--- config.mk ---
export PLATFORM = sky130hd
export DESIGN_NAME = snoop_initiator
export DESIGN_NICKNAME = d
export VERILOG_FILES = /design/src/rtl/ariane_ace_pkg.sv /design/src/rtl/snoop_initiator.sv
export SDC_FILE = /design/constraint.sdc
export NUM_CORES = 1
export LEC_CHECK = 0
export ABC_AREA = 1
export CORE_MARGIN = 2
export CORE_UTILIZATION = 45
export DETAILED_ROUTE_END_ITERATION = 12
export HOLD_SLACK_MARGIN = 0.15
export PLACE_DENSITY = 0.84
export SLEW_MARGIN = 20
export SYNTH_ARGS = -nofsm -noshare
export SYNTH_HDL_FRONTEND = slang
export SYNTH_SLANG_ARGS = --single-unit
--- constraint.sdc ---
create_clock -name clk_i -period 2.9 [get_ports clk_i]
set_clock_uncertainty 0.15 [all_clocks]
set_input_delay 0.58 -clock clk_i [delete_from_list [all_inputs] [get_ports clk_i]]
set_output_delay 0.58 -clock clk_i [all_outputs]
set_load 0.05 [all_outputs]
--- src/rtl/ariane_ace_pkg.sv ---
// Shared ACE snoop definitions: AC snoop type encodings, CR response bit
// positions, cache-line geometry and the snoop initiator FSM state type.
package ariane_ace;

   // Cache line geometry; the snoop data channel moves one line as LINE_BEATS beats.
   localparam int unsigned DCACHE_LINE_WIDTH = 128;
   localparam int unsigned CD_BEAT_WIDTH     = 64;
   localparam int unsigned LINE_BEATS        = DCACHE_LINE_WIDTH / CD_BEAT_WIDTH;

   // AC channel snoop types
   localparam logic [3:0] AC_READ_ONCE             = 4'b0000;
   localparam logic [3:0] AC_READ_SHARED           = 4'b0001;
   localparam logic [3:0] AC_READ_CLEAN            = 4'b0010;
   localparam logic [3:0] AC_READ_NOT_SHARED_DIRTY = 4'b0011;
   localparam logic [3:0] AC_READ_UNIQUE           = 4'b0111;
   localparam logic [3:0] AC_CLEAN_SHARED          = 4'b1000;
   localparam logic [3:0] AC_CLEAN_INVALID         = 4'b1001;
   localparam logic [3:0] AC_MAKE_INVALID          = 4'b1101;

   // CR channel response bit positions
   localparam int unsigned CR_DATA_TRANSFER = 0;
   localparam int unsigned CR_ERROR         = 1;
   localparam int unsigned CR_PASS_DIRTY    = 2;
   localparam int unsigned CR_IS_SHARED     = 3;
   localparam int unsigned CR_WAS_UNIQUE    = 4;

   typedef enum logic [2:0] {
      IDLE,
      SEND_AC,
      WAIT_CR,
      RECV_CD,
      RESP
   } snoop_state_e;

endpackage

--- src/rtl/snoop_initiator.sv ---
// ACE snoop initiator: accepts one snoop request, issues it on AC, collects
// the CR response and (when DataTransfer is set) the CD line, then presents
// the result on the rsp channel.
// Optional CR/CD watchdog: define SNOOP_INITIATOR_TIMEOUT_EN.
module snoop_initiator
   import ariane_ace::*;
#(
   parameter int unsigned AddrWidth     = 64,
   parameter int unsigned DataWidth     = 64,
   parameter int unsigned LineBeats     = ariane_ace::LINE_BEATS,
   parameter int unsigned TimeoutCycles = 1024
) (
   input  logic                           clk_i,
   input  logic                           rst_ni,
   // request
   input  logic                           req_valid_i,
   output logic                           req_ready_o,
   input  logic [AddrWidth-1:0]           req_addr_i,
   input  logic [3:0]                     req_snoop_i,
   // snoop address channel
   output logic                           ac_valid_o,
   input  logic                           ac_ready_i,
   output logic [AddrWidth-1:0]           ac_addr_o,
   output logic [3:0]                     ac_snoop_o,
   output logic [2:0]                     ac_prot_o,
   // snoop response channel
   input  logic                           cr_valid_i,
   output logic                           cr_ready_o,
   input  logic [4:0]                     cr_resp_i,
   // snoop data channel
   input  logic                           cd_valid_i,
   output logic                           cd_ready_o,
   input  logic [DataWidth-1:0]           cd_data_i,
   input  logic                           cd_last_i,
   // response
   output logic                           rsp_valid_o,
   input  logic                           rsp_ready_i,
   output logic [4:0]                     rsp_resp_o,
   output logic [LineBeats*DataWidth-1:0] rsp_data_o,
   output logic                           rsp_err_o
);

   localparam int unsigned LineWidth = LineBeats * DataWidth;
   localparam int unsigned LineBytes = LineWidth / 8;
   localparam int unsigned BeatWidth = (LineBeats > 1) ? $clog2(LineBeats) : 1;
   localparam logic [AddrWidth-1:0] LineMask = ~(AddrWidth'(LineBytes) - AddrWidth'(1));

   if ((LineBytes & (LineBytes - 1)) != 0) begin : g_bad_line
      $error("LineBeats*DataWidth/8 must be a power of two");
   end
   if (TimeoutCycles < 2) begin : g_bad_timeout
      $error("TimeoutCycles must be at least 2");
   end

   snoop_state_e           state_q, state_d;
   logic [AddrWidth-1:0]   addr_q;
   logic [3:0]             snoop_q;
   logic [4:0]             resp_q;
   logic [LineWidth-1:0]   data_q;
   logic                   err_q;
   logic [BeatWidth-1:0]   beat_q;
   logic                   last_beat;
   logic                   timer_hit;
   logic                   timeout;

   assign last_beat = (beat_q == BeatWidth'(LineBeats - 1));

   // State register.
   always_ff @(posedge clk_i or negedge rst_ni) begin
      // NOTE: clocked state uses non-blocking assignments so every register
      // samples pre-edge values regardless of block ordering.
      if (!rst_ni) state_q <= IDLE;
      else         state_q <= state_d;
   end

   // Next-state and channel handshake outputs.
   always_comb begin
      // NOTE: every output gets a default before the case so no path leaves
      // a signal unassigned, which would infer a latch.
      state_d     = state_q;
      req_ready_o = 1'b0;
      ac_valid_o  = 1'b0;
      cr_ready_o  = 1'b0;
      cd_ready_o  = 1'b0;
      rsp_valid_o = 1'b0;
      timeout     = 1'b0;
      unique case (state_q)
         IDLE: begin
            req_ready_o = 1'b1;
            if (req_valid_i) state_d = SEND_AC;
         end
         SEND_AC: begin
            ac_valid_o = 1'b1;
            if (ac_ready_i) state_d = WAIT_CR;
         end
         WAIT_CR: begin
            cr_ready_o = 1'b1;
            if (cr_valid_i) begin
               state_d = cr_resp_i[CR_DATA_TRANSFER] ? RECV_CD : RESP;
            end else if (timer_hit) begin
               timeout = 1'b1;
               state_d = RESP;
            end
         end
         RECV_CD: begin
            cd_ready_o = 1'b1;
            if (cd_valid_i) begin
               // an early last ends the line short; a missing last still ends it
               if (last_beat || cd_last_i) state_d = RESP;
            end else if (timer_hit) begin
               timeout = 1'b1;
               state_d = RESP;
            end
         end
         RESP: begin
            rsp_valid_o = 1'b1;
            if (rsp_ready_i) state_d = IDLE;
         end
         default: state_d = IDLE;
      endcase
   end

   // Request, response and line capture.
   always_ff @(posedge clk_i or negedge rst_ni) begin
      // NOTE: the line buffer is reset because rsp_data_o must read zero out
      // of reset and for responses that carry no data.
      if (!rst_ni) begin
         addr_q  <= '0;
         snoop_q <= '0;
         resp_q  <= '0;
         data_q  <= '0;
         err_q   <= 1'b0;
         beat_q  <= '0;
      end else begin
         unique case (state_q)
            IDLE: begin
               if (req_valid_i) begin
                  addr_q  <= req_addr_i & LineMask;
                  snoop_q <= req_snoop_i;
                  resp_q  <= '0;
                  data_q  <= '0;
                  err_q   <= 1'b0;
               end
            end
            WAIT_CR: begin
               if (cr_valid_i) begin
                  resp_q <= cr_resp_i;
                  err_q  <= cr_resp_i[CR_ERROR];
                  beat_q <= '0;
               end else if (timeout) begin
                  resp_q <= '0;
                  err_q  <= 1'b1;
               end
            end
            RECV_CD: begin
               if (cd_valid_i) begin
                  data_q[beat_q*DataWidth +: DataWidth] <= cd_data_i;
                  beat_q <= beat_q + BeatWidth'(1);
                  // last must coincide exactly with the final beat of the line
                  if (last_beat ^ cd_last_i) err_q <= 1'b1;
               end else if (timeout) begin
                  resp_q <= '0;
                  err_q  <= 1'b1;
               end
            end
            default: ;
         endcase
      end
   end

`ifdef SNOOP_INITIATOR_TIMEOUT_EN
   localparam int unsigned TimerWidth = $clog2(TimeoutCycles);
   logic [TimerWidth-1:0] timer_q;

   assign timer_hit = ((state_q == WAIT_CR) || (state_q == RECV_CD)) &&
                      (timer_q == TimerWidth'(TimeoutCycles - 1));

   // Watchdog: restarts on every state change, counts while waiting on CR/CD.
   always_ff @(posedge clk_i or negedge rst_ni) begin
      if (!rst_ni)                                           timer_q <= '0;
      else if (state_d != state_q)                           timer_q <= '0;
      else if ((state_q == WAIT_CR) || (state_q == RECV_CD)) timer_q <= timer_q + TimerWidth'(1);
   end
`else
   assign timer_hit = 1'b0;
`endif

   assign ac_addr_o  = addr_q;
   assign ac_snoop_o = snoop_q;
   assign ac_prot_o  = 3'b000;
   assign rsp_resp_o = resp_q;
   assign rsp_data_o = data_q;
   assign rsp_err_o  = err_q;

endmodule
---- Yosys cells after proc, flatten, opt, wreduce, memory -nomap -nowiden ----
Cells that the tools add are included.
Widths: inputs -> output; s select.
cells by class
  $add $sub $neg .......................... 2
  equality and inequality tests ........... 11
  shifts and indexed selects .............. 2
  mux-type cells .......................... 28
  bitwise gates (word level) .............. 1
  reductions and logical operators ........ 12
operators with widths
  operator                   count
  $mux 128                   2
  $pmux 128 s2               1
  $bwmux 128                 1
  $shift 64x34->128 const A  1
  $shiftx 64x34->128         1
  $neg 7->34                 1
  $mux 3                     7
  $pmux 3 s5                 1
  $ne 2x2->1 const B         7
  $mux 1                     11
  $mux 5                     2
  $pmux 5 s2                 1
  $reduce_and 3->1           3
  $eq 3x2->1 const B         2
  $reduce_and 6->1           1
  $reduce_bool 2->1          3
  $reduce_and 5->1           1
  $eq 3x1->1 const B         1
  $eq 3x3->1 const B         1
  $logic_not 3->1            1
  $pmux 1 s3                 1
  $reduce_bool 3->1          1
  $pmux 1 s2                 1
  $reduce_and 2->1           1
  3 further kinds            3
storage, ports and cells
  bits in registers ....................... 202
  input bits .............................. 145
  output and inout bits ................... 210
  logic and storage cells ................. 63

---- Logic depth before layout (Yosys ltp) ----
Gate-level depths: netlist of the first run.
  depth after elaboration ................. 5
  mapped depth ............................ 9
  gate-level depth less buffers ........... 8

---- Worst setup path before layout of the first run ----
Ideal clock, no wire load.
  path kind ............................... register to register
  start ................................... register state_q[0]
  end ..................................... register data_q[10], in the netlist rsp_data_o[10]
  setup time .............................. 0.119 ns
  arrival time ............................ 1.822 ns
  data required time ...................... 2.631 ns
  slack ................................... 0.809 ns
  stages on the path, launching flop included .. 10
  buffers on the path ..................... 1
  cells stage by stage .................... dfrtp_1 inv_2 nand2_1 nor2_2 nand2_2 nand2_2 nand3_2 buf_2 nand2_1 nand2_1
on the way
  word-level cells in the longest chain between the ends .. 3
  elaborated cells on any way between the ends .. 7
ends and longest elaborated chain
  item                                                                     RTL line                source
  start: declaration                                                       snoop_initiator.sv:55   snoop_state_e state_q, state_d;
  start signal: assignment                                                 snoop_initiator.sv:73   else state_q <= state_d;
  $eq 3x2->1 / $logic_not 3->1 (equally long branches)                     snoop_initiator.sv:135  unique case (state_q)
  $ne 2x2->1 (no source line) / $reduce_bool 2->1 (equally long branches)  -
  $reduce_and 3->1 (no source line)                                        -
  end signal: indexed assignment                                           snoop_initiator.sv:157  data_q[beat_q*DataWidth +: DataWidth] <= cd_data_i;
  end: declaration                                                         snoop_initiator.sv:59   logic [LineWidth-1:0] data_q;
Parallel ways exist; a longest one is shown, timed or not.
A chain may end at the register's enable or synchronous reset.

---- Worst setup path after layout of the first run ----
  start ................................... register state_q[2]
  end ..................................... output cr_ready_o
on the way
  word-level cells in the longest chain between the ends .. 2
ends and longest elaborated chain
  item              RTL line               source
  $eq 3x2->1        snoop_initiator.sv:87  unique case (state_q)
  $mux 1            snoop_initiator.sv:87
  end: declaration  snoop_initiator.sv:28  output logic cr_ready_o,
Every way passes these cells.

==> metrics.md, run 1 <==
| Metric | Value |
|---|---|
| Worst-Skew Late Latency | `roughly 500 ps` |
| Setup Fix Bufs, Post-CTS | `0` |
| Mean Syn Cell Area | `around 8.9 um2` |
| Post-DR vias/cell | `around 5.3` |
| Worst r2r src | `state_q[0]` |
| Ys async rst share | `1.00` |
| CTS tree | `built` |
| Bufs and invs on worst path | `2` |
| Standard-cell rows | `between 40 and 50` |
| Fillcell total | `roughly 1300` |
| Leak | `between 6 and 7 nW` |
| Largest net degree at the start of global routing | `about 130` |
| Tcrit/Tclk final | `0.959` |
| Number of synthesized flops with an enable pin | `0` |
| Critical path class | `reg2out` |
| Yosys cell types | `22` |
| Clock power frac | `0.194` |
| Post-Route Setup TNS | `0 ps` |
| Yosys top cell by area | `dfrtp_1` |
| # H-tree levels | `1` |
| Vias in the first global route | `a little under 8000` |
| Hold depth | `2` |
| Worst slack, placed | `between 300 and 400 ps` |
| Worst hold margin | `approximately 320 ps` |
| Synthesized cell area | `8290 um2` |
| Register area | `slightly above 5000 um2` |
| Clk buf depth | `3` |
| DIE WIDTH | `~140 um` |
| Hold Violations, Final | `0` |
| Sequential area share after synthesis | `0.610` |
| Crit Reg-Reg Endpoint | `rsp_data_o[26]` |
| Max-cap viol count | `0` |
| Top post-synthesis cells by count | `nand2_1, dfrtp_1, nand4_1, clkbuf_1, buf_2` |
| End point of the critical path | `cr_ready_o` |
| Syn. warnings | `0` |
| Share of layout cells above drive strength 1 | `0.0545` |
| Final worst setup slack | `119 ps` |
| Synth-to-Final Area Change | `52.7%` |
| Flops & latches, synth | `~200` |
| Crit path max-delay cell type | `dlygate4sd2_1` |
| Die Height | `about 140 um` |
| Grt ovf | `0` |
| CP Cell Sequence | `inv_1 -> nand2_1 -> nor2_4 -> dlygate4sd2_1` |
| Core area | `18000 um2` |
| Instance count on the critical path | `4` |
| Switching share of total power | `0.488` |
| Crit path launch | `state_q[2]` |
| Vias | `slightly below 8000` |
| Worst path arrival time | `~2100 ps` |
| Final instance area | `around 13000 um2` |
| Setup violators final | `0` |
| Final slew viol count | `0` |
| Wire per inst | `17.9 um` |
| Final nets | `approximately 1400` |
| Top-area cell type share of the netlist area | `0.610` |
| Psw | `7.82 mW` |
| Peak supply drop | `1.05 mV` |
| Placed Instance Area | `about 12000 um2` |
| Crit. End Element | `primary output` |
| Clk root buf | `clkbuf_16` |
| Top-level I/O count | `~360` |
| DRC Markers | `0` |
| Min Tclk post-route | `approximately 2800 ps` |
| ANT nets after route | `0` |
| DRT Pass-1 Iters | `5` |
| Initial DRC Count | `approximately 460` |
| Crit start category | `flop` |
| Reg2Reg Depth | `8` |
| Post-placement cell count | `1454` |
| Seq pwr share | `0.277` |
| Worst Hold Launch | `rsp_data_o[52]` |
| CP delay by family, top | `buffers and inverters` |
| Slew of the pin with the lowest slew margin | `about 750 ps` |
| Clk sink count | `slightly above 200` |
| Hold Path Class | `reg2reg` |
| Initial antenna violation count | `1` |
| Relative slew margins | `0.502` |
| Worst Path Required | `around 2200 ps` |
| Logic pwr share | `0.530` |
| CP peak stage delay | `between 500 and 600 ps` |
| Internal power | `approximately 8.2 mW` |
| Die area | `19500 um2` |
| Final cell count without fillers | `about 1500` |
| Global-route wire length before repair | `~42000 um` |
| Primary FF master, synth | `dfrtp_1` |
| Port Buffers | `343` |
| Reg-to-reg slack, setup | `roughly 600 ps` |
| PD cells | `between 1000 and 1500 nW/um2` |
| RSZ-0062 raised after global routing | `false` |
| Area contributors post-synth | `dfrtp_1, nand2_1, nand4_1` |
| Most common cell in the netlist | `nand2_1` |
| Post-Syn Instances | `between 900 and 1000` |
| Multi-input logic area | `2850 um2` |
| Final Wtd Congestion | `0.877` |
| Clock transition at path regs | `about 60 ps` |
| Total GRT Usage | `0.266` |
| DP HPWL | `roughly 18000 um` |
| Outcome | `finished clean` |
| Post-Route WL | `~27000 um` |
| Fmax | `0.360 GHz` |
| Initial Utilization | `0.460` |
| Critical-path maximum fanout | `7` |
| CTS buffer count | `23` |
-- worst min-delay path by stage --
stage	to	slack, ps
CTS	rsp_data_o[45]	320
floorplan	ac_addr_o[10]	130
detailed placement	rsp_data_o[110]	310
global route	rsp_data_o[56]	330
finish	rsp_data_o[52]	320
global placement	rsp_data_o[86]	300
-- what timing repair did --
action,4_1_cts,5_1_grt
gates resized for setup,4,0
endpoints found under the setup margin,4,0
hold buffers,1,0
hold endpoints to repair,71,0
-- flip-flops by register name, indices dropped and copies added (netlist names) --
name,flops
rsp_resp_o,5
rsp_data_o,128
rsp_err_o,1
state_q,3
beat_q,1
ac_snoop_o,4
ac_addr_o,60
-- kinds of logic after synthesis --
family                     after synthesis  share of synthesized area
buffers and inverters                   88                     0.0498
DFF                                    202                      0.610
AOI/OAI and AO/OA                        6                    0.00362
other                                    1                   0.000452
and+or+nand+nor                        637                      0.335
adders and majority gates                1                    0.00151
-- tightest hold or removal path: stages, from the launching register on --
cell and delay, ps:
dfrtp_1 340, nand2_1 50, nand2_1 50
-- cell usage in the layout, fill, tap and decap left out, types with 5 or more instances in the layout --
cell type,netlist,layout
buf_4,13,14
clkbuf_16,0,23
clkbuf_8,0,5
clkdlybuf4s50_1,0,336
conb_1,1,7
dfrtp_1,202,201
inv_1,10,9
nand2_1,477,477
nand3_1,12,12
nand4_1,129,129
nor2_1,10,10
-- power groups by stage --
stage	Combinational (mW)	Sequential [mW]	Clock, mW
2_1_floorplan	2.16	7.76	0
3_3_place_gp	8.41	4.41	0
3_5_place_dp	8.51	4.45	0
4_1_cts	8.52	4.43	3.16
5_1_grt	8.91	4.55	3.26
6_report	8.48	4.43	3.10
-- routing by layer --
layer | GRT usage | vias up | routed length (um)
met1 | 0.347 | 3768 | 10500
met2 | 0.436 | 367 | 13100
li1 | - | 3678 | -
met3 | 0.0575 | 81 | 1970
met4 | 0.106 | 0 | 1210
met5 | 0 | - | 0
-- cell type report --
class / instances / area share
well taps: 229 / 0.0226
clock inverters: 11 / 0.0136
clock buffers: 29 / 0.0504
repair buffers: 360 / 0.285
flip-flops and latches: 202 / 0.399
multi-input cells: 651 / 0.225
diodes: 1 / 0.000198
inverters: 13 / 0.00385
-- stage by stage --
step	power [mW]	util
floorplan	9.92	-
global placement	12.8	0.657
detailed placement	13.0	0.657
CTS	16.1	0.702
global route	16.7	0.702
finish	16.0	0.702
No activity file was read; power rests on OpenSTA's default activity.
==> inputs of run 2 (changes only) <==
--- a/config.mk
+++ b/config.mk
@@ -11,7 +11,7 @@
 export DETAILED_ROUTE_END_ITERATION = 12
 export HOLD_SLACK_MARGIN = 0.15
 export PLACE_DENSITY = 0.84
-export SLEW_MARGIN = 20
+export SLEW_MARGIN = 10
 export SYNTH_ARGS = -nofsm -noshare
 export SYNTH_HDL_FRONTEND = slang
 export SYNTH_SLANG_ARGS = --single-unit
==> results of run 2 <==
Same layout as run 1: the final DEF is identical, and so are final timing and power.
